$ cat config.mk
export PLATFORM = sky130hd
export DESIGN_NAME = instr_pipe_buffer
export DESIGN_NICKNAME = d
export VERILOG_FILES = /design/src/rtl/pipe_pkg.sv /design/src/rtl/pipe_ptr_ctrl.sv /design/src/rtl/instr_pipe_buffer.sv
export SDC_FILE = /design/constraint.sdc
export NUM_CORES = 1
export LEC_CHECK = 0
export BUFFER_PORTS_ARGS = -buffer_cell sky130_fd_sc_hd__buf_2
export CORE_MARGIN = 3
export CORE_UTILIZATION = 45
export DETAILED_ROUTE_END_ITERATION = 16
export PLACE_DENSITY = 0.77
export SLEW_MARGIN = 0
export SYNTH_ARGS = -nofsm -noshare
export SYNTH_HDL_FRONTEND = slang
export SYNTH_SLANG_ARGS = --single-unit
$ cat constraint.sdc
create_clock -name CLK -period 8.9 [get_ports CLK]
set_input_delay 0.445 -clock CLK [delete_from_list [all_inputs] [get_ports CLK]]
set_output_delay 0.445 -clock CLK [all_outputs]
set_load 0.01 [all_outputs]
$ cat src/rtl/pipe_pkg.sv
// Shared types and constants for the fetch/decode instruction buffer.
package pipe_pkg;
  localparam int PIPE_INSTR_W = 32;
  localparam int PIPE_PC_W    = 32;

  localparam logic [PIPE_INSTR_W-1:0] NOP_INSTR = 32'h0000_0000;

  typedef struct packed {
    logic [PIPE_INSTR_W-1:0] instr;
    logic [PIPE_PC_W-1:0]    pc;
    logic [PIPE_PC_W-1:0]    pc_plus4;
  } pipe_entry_t;

  // Occupancy needs to represent 0..depth inclusive.
  function automatic int cnt_w(input int depth);
    return $clog2(depth + 1);
  endfunction
endpackage

$ cat src/rtl/pipe_ptr_ctrl.sv
// Head/tail/occupancy tracking for instr_pipe_buffer; flush overrides push and pop.
module pipe_ptr_ctrl
  import pipe_pkg::*;
#(
  parameter int DEPTH = 2,
  parameter int PTR_W = (DEPTH > 1) ? $clog2(DEPTH) : 1,
  parameter int CW    = cnt_w(DEPTH)
) (
  input  logic             CLK,
  input  logic             RESET,
  input  logic             FLUSH,
  input  logic             in_valid,
  input  logic             out_ready,
  output logic             in_ready,
  output logic             out_valid,
  output logic             wr_en,
  output logic [PTR_W-1:0] head,
  output logic [PTR_W-1:0] tail,
  output logic [CW-1:0]    count
);
  logic push, pop;

  assign in_ready  = (count < CW'(DEPTH));
  assign out_valid = (count != '0);
  assign push      = in_valid && in_ready && !FLUSH;
  assign pop       = out_valid && out_ready && !FLUSH;
  assign wr_en     = push;

  always_ff @(posedge CLK or negedge RESET) begin
    if (!RESET)     count <= '0;
    else if (FLUSH) count <= '0;
    else begin
      case ({push, pop})
        2'b10:   count <= count + CW'(1);
        2'b01:   count <= count - CW'(1);
        default: count <= count;
      endcase
    end
  end

  generate
    if (DEPTH == 1) begin : g_single
      assign head = '0;
      assign tail = '0;
    end else begin : g_multi
      // Power-of-two depth: natural pointer overflow is the wrap.
      always_ff @(posedge CLK or negedge RESET) begin
        if (!RESET) begin
          head <= '0;
          tail <= '0;
        end else if (FLUSH) begin
          head <= '0;
          tail <= '0;
        end else begin
          if (push) tail <= tail + PTR_W'(1);
          if (pop)  head <= head + PTR_W'(1);
        end
      end
    end
  endgenerate
endmodule

$ cat src/rtl/instr_pipe_buffer.sv
// Handshaked IF/ID instruction buffer: entry storage, NOP output mux, back-pressure counter.
module instr_pipe_buffer
  import pipe_pkg::*;
#(
  parameter int DEPTH   = 2,
  parameter int INSTR_W = 32,
  parameter int PC_W    = 32,
  parameter int CNT_W   = 16
) (
  input  logic                       CLK,
  input  logic                       RESET,
  input  logic                       FLUSH,
  input  logic                       in_valid,
  output logic                       in_ready,
  input  logic [INSTR_W-1:0]         in_instr,
  input  logic [PC_W-1:0]            in_pc,
  input  logic [PC_W-1:0]            in_pc_plus4,
  output logic                       out_valid,
  input  logic                       out_ready,
  output logic [INSTR_W-1:0]         out_instr,
  output logic [PC_W-1:0]            out_pc,
  output logic [PC_W-1:0]            out_pc_plus4,
  output logic [$clog2(DEPTH+1)-1:0] count,
  output logic [CNT_W-1:0]           stall_cnt
);
  localparam int PTR_W = (DEPTH > 1) ? $clog2(DEPTH) : 1;
  localparam int CW    = $clog2(DEPTH + 1);

  typedef struct packed {
    logic [INSTR_W-1:0] instr;
    logic [PC_W-1:0]    pc;
    logic [PC_W-1:0]    pc_plus4;
  } entry_t;

  logic             wr_en;
  logic [PTR_W-1:0] head, tail;
  entry_t           mem [DEPTH];
  entry_t           head_e;

  pipe_ptr_ctrl #(.DEPTH(DEPTH), .PTR_W(PTR_W), .CW(CW)) u_ptr (
    .CLK      (CLK),
    .RESET    (RESET),
    .FLUSH    (FLUSH),
    .in_valid (in_valid),
    .out_ready(out_ready),
    .in_ready (in_ready),
    .out_valid(out_valid),
    .wr_en    (wr_en),
    .head     (head),
    .tail     (tail),
    .count    (count)
  );

  // Storage is never cleared; the output mux alone hides stale entries.
  always_ff @(posedge CLK) begin
    if (wr_en) mem[tail] <= '{instr: in_instr, pc: in_pc, pc_plus4: in_pc_plus4};
  end

  assign head_e       = mem[head];
  assign out_instr    = out_valid ? head_e.instr    : INSTR_W'(NOP_INSTR);
  assign out_pc       = out_valid ? head_e.pc       : '0;
  assign out_pc_plus4 = out_valid ? head_e.pc_plus4 : '0;

  // Counts through flush cycles too; only RESET clears it.
  always_ff @(posedge CLK or negedge RESET) begin
    if (!RESET)
      stall_cnt <= '0;
    else if (out_valid && !out_ready && (stall_cnt != '1))
      stall_cnt <= stall_cnt + CNT_W'(1);
  end
endmodule

==> results.ini, run 1 <==
[status]
status = finished, final reports clean

[global_route]
grt_pass1_wl_um = 26760
antenna_found_initial = 4
grt_pass1_vias = 5252
grtUsageTotal = 0.1672
grt_max_degree = 98
overflow = 0

[synth]
synthCells = 500
synth_compound_area_frac = 0.005054
yosysMostFrequentCell = edfxtp_1
ys_types = 29
synth_top_area_cell = edfxtp_1
async_reset_ff_frac = 0.09434
synth_top_family_by_area = multiplexers
synth_fa_ha_area_frac = 0.001531
ys.flop_type = edfxtp_1
synth_edf_count = 192
ys_seq_elements = 212
synth_top_area_frac = 0.7057
netlist_area_um2 = 8170
yosys-mux-area-fraction = 0.1202
synthSimpleGateAreaFrac = 0.07427
synth_common_cells = edfxtp_1, nor2_1, mux2i_1
synth.area.top_cells = edfxtp_1, mux2i_1, dfrtp_1
yosysSeqAreaShare = 0.7669
synth_xor_area_frac = 0.01914
syn_area_per_cell_um2 = 16.34
syn-num-nets = 602
ys_warn_count = 0

[hold_path]
hold_depth = 1
hp-start = in_pc_plus4[16]
hold_path.class = in2reg
holdPathEnd = mem[0][16]

[floorplan]
die_y_um = 140.7
die_area_um2 = 19810
initial_core_util = 0.4659
coreArea_um2 = 17540
die_x_um = 140.7
ios = 217
rows = 48

[detailed_routing]
routedWlPerCell_um = 17.37
post-route-drc-count = 0
viasPerCell = 5.139
drtPass1Iterations = 5
drt-initial-drc-count = 297
totalWireLength_um = 16780
ant_nets = 0
num_vias = 4964

[sta]
hold_ws_ns = 0.1392
hold_violations = 0
worst_pin_slew_ns = 1.041
timing.slew.headroom = 0.3061
fin_setup_tns_ns = 0
rsz0062_at_grt = no
timing.final.crit_period_ns = 3.367
fmax_mhz = 297.0
post-route-period-util = 0.3783
clock_skew_ns = 0.007227
setup_viol = 0
report.final.slew_viol_count = 0

[cells_and_area]
nNetsFinal = 827
area_growth_pct = 24.41
drive_gt1_frac = 0.3518

[worst_setup_path]
crit_start = u_ptr.head
start_kind = register
crit_arrival_ns = 2.92
path_class = reg2out
r2r_cells = 4
rrSetupSlack_ns = 6.84
required_ns = 8.46
worstSetupEndpointType = output pin
r2r_end = mem[1][19]
crit_fanout = 51
r2r-start = u_ptr.count[1]

[clock_network]
clock_latency_ns = 0.49
cts_buffer_depth = 3
root_buffer = clkbuf_16
numCtsBuffers = 23
htreeDepth = 1
cts_resized = 0
clk_pin_slew_ns = 0.06
cts_tree = done
clock_sinks = 212

[flow_run]
maxCapViolations = 0

[power]
irDropWorstVdd_uv = 164.8
total_leakage_power_uw = 0.004026
powerDensity_nw_per_um2 = 220.5

[place]
gp_congestion = 0.7872
dpl.hpwl_um = 10960
io_buffers = 216

## worst max-delay path, cell delays in order (launching register included)
cell and delay (ns):
dfrtp_4 0.93, buf_4 0.80, mux2i_1 0.30, nor2_1 0.09, buf_2 0.20
## how the worst max path moves through the flow
stage / depth (start not counted) / end
floorplan: 3 / mem[1][0]
global placement: 4 / out_pc[2]
detailed placement: 4 / out_pc_plus4[1]
CTS: 4 / out_pc_plus4[1]
global route: 4 / out_pc_plus4[1]
finish: 4 / out_pc_plus4[1]
## layout by cell type (no fill, tap or decap), drive strengths merged, types with 3 or more instances in the layout
master,netlist,routed
clkbuf,12,27
edfxtp,192,192
dfrtp,20,20
nand2,12,12
nand4,3,3
buf,11,222
clkinv,0,10
nor3,8,8
nor2,102,102
mux2i,97,97
xor2,16,16
nor4,4,4
## registers in the layout, indices dropped and copies added (netlist names)
signal	cells
mem	192
stall_cnt	16
u_ptr.count	2
u_ptr.tail	1
u_ptr.head	1
## power breakdown
group | internal [uW] | switching [uW]
clock network | 470 | 351
logic | 102 | 141
registers | 1140 | 35.0
total | 1710 | 526
## stage by stage
| step | power (uW) | utilization | cell area [um^2] | std cells | worst slack (ns) |
|---|---|---|---|---|---|
| 3_5_place_dp | 1445 | 0.5418 | 9502 | 924 | 6.045 |
| 5_1_grt | 2334 | 0.5796 | 10160 | 966 | 5.393 |
| 4_1_cts | 2268 | 0.5793 | 10160 | 964 | 5.510 |
| 3_3_place_gp | 1433 | 0.5418 | 9502 | 924 | 6.081 |
| 2_1_floorplan | 1335 | - | 8170 | 500 | 0.4099 |
| 6_report | 2241 | 0.5796 | 10160 | 966 | 5.533 |
## repair_timing
| action | in CTS | in global routing |
|---|---|---|
| hold buffers | 1 | 0 |
| setup buffers | 0 | 0 |
| hold endpoints to repair | 20 | 0 |
## final cells by class
cell class / instances / area [um^2]
Antenna cell: 2 / 5.005
Clock buffer: 27 / 590.6
Clock inverter: 12 / 57.56
Fill cell: 1400 / 7372
Inverter: 2 / 7.507
Multi-Input combinational cell: 263 / 1817
Sequential cell: 212 / 6270
Tap cell: 225 / 281.5
Timing Repair Buffer: 223 / 1136
## cell families after synthesis
group           Yosys count
simple gates            142
buf+inv                  25
fa+ha+maj                 1
flops                   212
mux                      98
xor+xnor                 17
compound gates            5
## layer usage
layer,routed length (um),part of all wire,track usage,up-vias
li1,-,-,-,2305
met1,6389,0.38,0.2006,2401
met2,8380,0.50,0.2858,212
met3,1616,0.096,0.06004,42
met4,374,0.022,0.04793,4
met5,21,0.0013,0,-
Note: power is estimated with default switching activity, not from simulation.
==> run 2: changes to the inputs <==
ABC_AREA = 1   (was default)
PLACE_DENSITY = 0.76   (was 0.77)
clock period = 2.8 ns   (was 8.9 ns; I/O delays follow)
==> run 2 against run 1 <==
Effect of this change:
- register-to-register slack worse by 6.1 ns
- cell area increased by 13%
- total power grew to 4.3 times the previous value
- global-route usage rose by 3.2 points
- die area up 2.5%
- worst hold slack better by 0.019 ns
- combinational power grew to 11 times the previous value
- highest routed layer unchanged
- critical endpoint is now out_pc[18]
- largest power group unchanged
==> results.ini, run 2 <==
[cells_and_area]
antenna_cells = 0  ; -2
reg_top3 = mem: 192 flops, stall_cnt: 16 flops, u_ptr.count: 2 flops
final_common_cell = nand2_1
seq_area_um2 = 6270  ; unchanged
drive_gt1_frac = 0.2626  ; -0.08918
fillers = 1313  ; -6.2%
top_register = mem
nNetsFinal = 1114  ; +35%
largest_register_ff_count = 192  ; unchanged
final_cell_mix = nand2_1, buf_2, edfxtp_1, dlygate4sd3_1, a21oi_1
area_growth_pct = 37.03
multi_input_area_um2 = 1894  ; +4.3%

[worst_setup_path]
required_ns = 2.66  ; -5.80 ns
path_class = reg2out
max_stage_delay_ns = 0.51  ; -0.42 ns
crit_arrival_ns = 2.12  ; -0.80 ns
rrSetupSlack_ns = 0.78  ; -6.06 ns
r2r_cells = 4  ; unchanged
cp.depth = 5  ; +1
path_buf_inv = 3  ; +1
r2r_end = mem[1][84]
path_cells = clkinv_2 > buf_4 > nand2_1 > a21oi_1 > buf_2
start_kind = register
r2r-start = u_ptr.count[1]
crit_start = u_ptr.head
path_delay_family = buffers and inverters
crit_path_end = out_pc[18]
crit_fanout = 59  ; +16%
slowest_stage = buf_4
worstSetupEndpointType = output pin

[sta]
hold_ws_ns = 0.1579  ; +0.01870 ns
setup_slack_ns = 0.5423  ; -4.990 ns
timing.final.crit_period_ns = 2.258
setup_viol = 0  ; unchanged
worst_pin_slew_ns = 0.6554  ; -0.3855 ns
fmax_mhz = 442.9
clock_skew_ns = 0.009650  ; +0.002422 ns
timing.slew.headroom = 0.5631  ; +0.2570
report.final.slew_viol_count = 0  ; unchanged
rsz0062_at_grt = no
hold_violations = 0  ; unchanged
post-route-period-util = 0.8063

[detailed_routing]
viasPerCell = 5.068  ; -1.4%
wl_met3_um = 1377  ; -15%
drt-initial-drc-count = 418  ; +41%
wl_met2_um = 10950  ; +31%
highest_layer = met5
drtPass1Iterations = 7  ; +2
wl_met1_um = 7857  ; +23%
routedWlPerCell_um = 16.50  ; -5.0%
ant_nets = 0  ; unchanged
totalWireLength_um = 20740  ; +24%
post-route-drc-count = 0  ; unchanged
num_vias = 6371  ; +28%

[clock_network]
hold_buffers = 100  ; +99
clock_sinks = 212  ; unchanged
cts_buffer_depth = 3  ; unchanged
htreeDepth = 1  ; unchanged
clock_latency_ns = 0.49  ; about the same
cts_resized = 0  ; unchanged
cts_tree = done
root_buffer = clkbuf_16
clk_pin_slew_ns = 0.06  ; about the same
numCtsBuffers = 22  ; -4.3%
postCtsSetupBuffers = 0  ; unchanged

[floorplan]
die_area_um2 = 20310  ; +2.5%
ios = 217  ; unchanged
coreArea_um2 = 18150  ; +3.5%
die_y_um = 142.5  ; +1.3%
die_x_um = 142.5  ; +1.3%
initial_core_util = 0.4621  ; -0.003817
rows = 49  ; +2.1%

[global_route]
grtUsageTotal = 0.1990  ; +0.03185
grt_pass1_vias = 6270  ; +19%
antenna_found_initial = 1  ; -3
overflow = 0  ; unchanged
grt_max_degree = 98  ; unchanged
grt_pass1_wl_um = 32300  ; +21%

[synth]
ys_warn_count = 0  ; unchanged
synth.area.top_cells = edfxtp_1, nand2_1, dfrtp_1
synth_common_cells = nand2_1, edfxtp_1, a21oi_1
synthCells = 696  ; +39%
synth_top_area_cell = edfxtp_1
synth_top_area_frac = 0.6876  ; -0.01811
async_reset_ff_frac = 0.09434  ; unchanged
yosysSeqAreaShare = 0.7472  ; -0.01968
ys_types = 25  ; -14%
netlist_area_um2 = 8386  ; +2.6%
syn-num-nets = 798  ; +33%
ys_seq_elements = 212  ; unchanged
yosysMostFrequentCell = nand2_1
syn_area_per_cell_um2 = 12.05  ; -26%
synth_edf_count = 192  ; unchanged
ys.flop_type = edfxtp_1

[power]
pwr-share-comb = 0.289  ; +0.181
powerDensity_nw_per_um2 = 837.0  ; +280%
internal_power_uw = 6524  ; +280%
irDropWorstVdd_uv = 607.4  ; +270%
total_leakage_power_uw = 0.004756  ; +18%
finalPower_uw = 9617  ; +330%
clockPowerShare = 0.303  ; -0.063
switching_share = 0.3216  ; +0.08674
power.net_switching_uw = 3093  ; +490%
seqPwrFrac = 0.407  ; -0.118

[place]
dp_slack_ns = 0.8842  ; -5.161 ns
io_buffers = 216  ; unchanged
gp_congestion = 0.8497  ; +7.9%
dpl.hpwl_um = 11950  ; +9.0%

[hold_path]
hold_path.class = in2async

[status]
status = finished, final reports clean

[flow_run]
maxCapViolations = 0  ; unchanged

run 2: cell count changes after synthesis, sizes merged, moves of 12 or more:
cell,previous run,this run
nand2,12,269
mux2i,97,0
a21oi,2,97
nor2,102,24
inv,2,23
xor2,16,0
nand3,2,14
run 2: worst min path at each step:
| stage | start | endpoint | slack, ns | depth (start not counted) |
|---|---|---|---|---|
| floorplan | RESET | stall_cnt[0] | -0.16 | 0 |
| global placement | RESET | stall_cnt[2] | 0.13 | 1 |
| detailed placement | RESET | stall_cnt[2] | 0.14 | 1 |
| CTS | RESET | stall_cnt[2] | 0.16 | 2 |
| global route | RESET | stall_cnt[0] | 0.19 | 2 |
| finish | RESET | stall_cnt[3] | 0.16 | 2 |
run 2: cells by family after synthesis:
kind of cell    share of synthesized area
compound gates                    0.06312
xor+xnor                         0.006267
fa+ha+maj                        0.001492
buf+inv                           0.02954
flops                              0.7472
simple gates                       0.1523
run 2: cell type report:
| class | instances | share of cell area |
|---|---|---|
| repair buffers | 325 | 0.1936 |
| well taps | 229 | 0.02493 |
| clock buffers | 26 | 0.05107 |
| clock inverters | 14 | 0.01230 |
| flip-flops and latches | 212 | 0.5456 |
| multi-input cells | 428 | 0.1649 |
| inverters | 23 | 0.007622 |
run 2: through the flow:
stage	util	area (um^2)	TNS (ns)	cells
floorplan	-	8391	-164.97	696
global placement	0.5379	9762	0	1117
detailed placement	0.5379	9762	0	1117
CTS	0.6332	11490	0	1257
global route	0.6332	11490	0	1257
finish	0.6332	11490	0	1257
run 2: power groups by stage:
stage / Combinational, uW / Sequential (uW) / Clock [uW]
detailed placement: 2640 / 3980 / 0
finish: 2780 / 3920 / 2920
global route: 3040 / 3950 / 3100
global placement: 2620 / 3970 / 0
CTS: 2770 / 3910 / 2960
floorplan: 1520 / 3980 / 0
run 2: routing by layer:
metal | global-route usage | vias to the layer above
met1 | 0.2449 | 3058
met4 | 0.06153 | 2
met2 | 0.3511 | 244
li1 | - | 3019
met3 | 0.04435 | 48
met5 | 0 | -
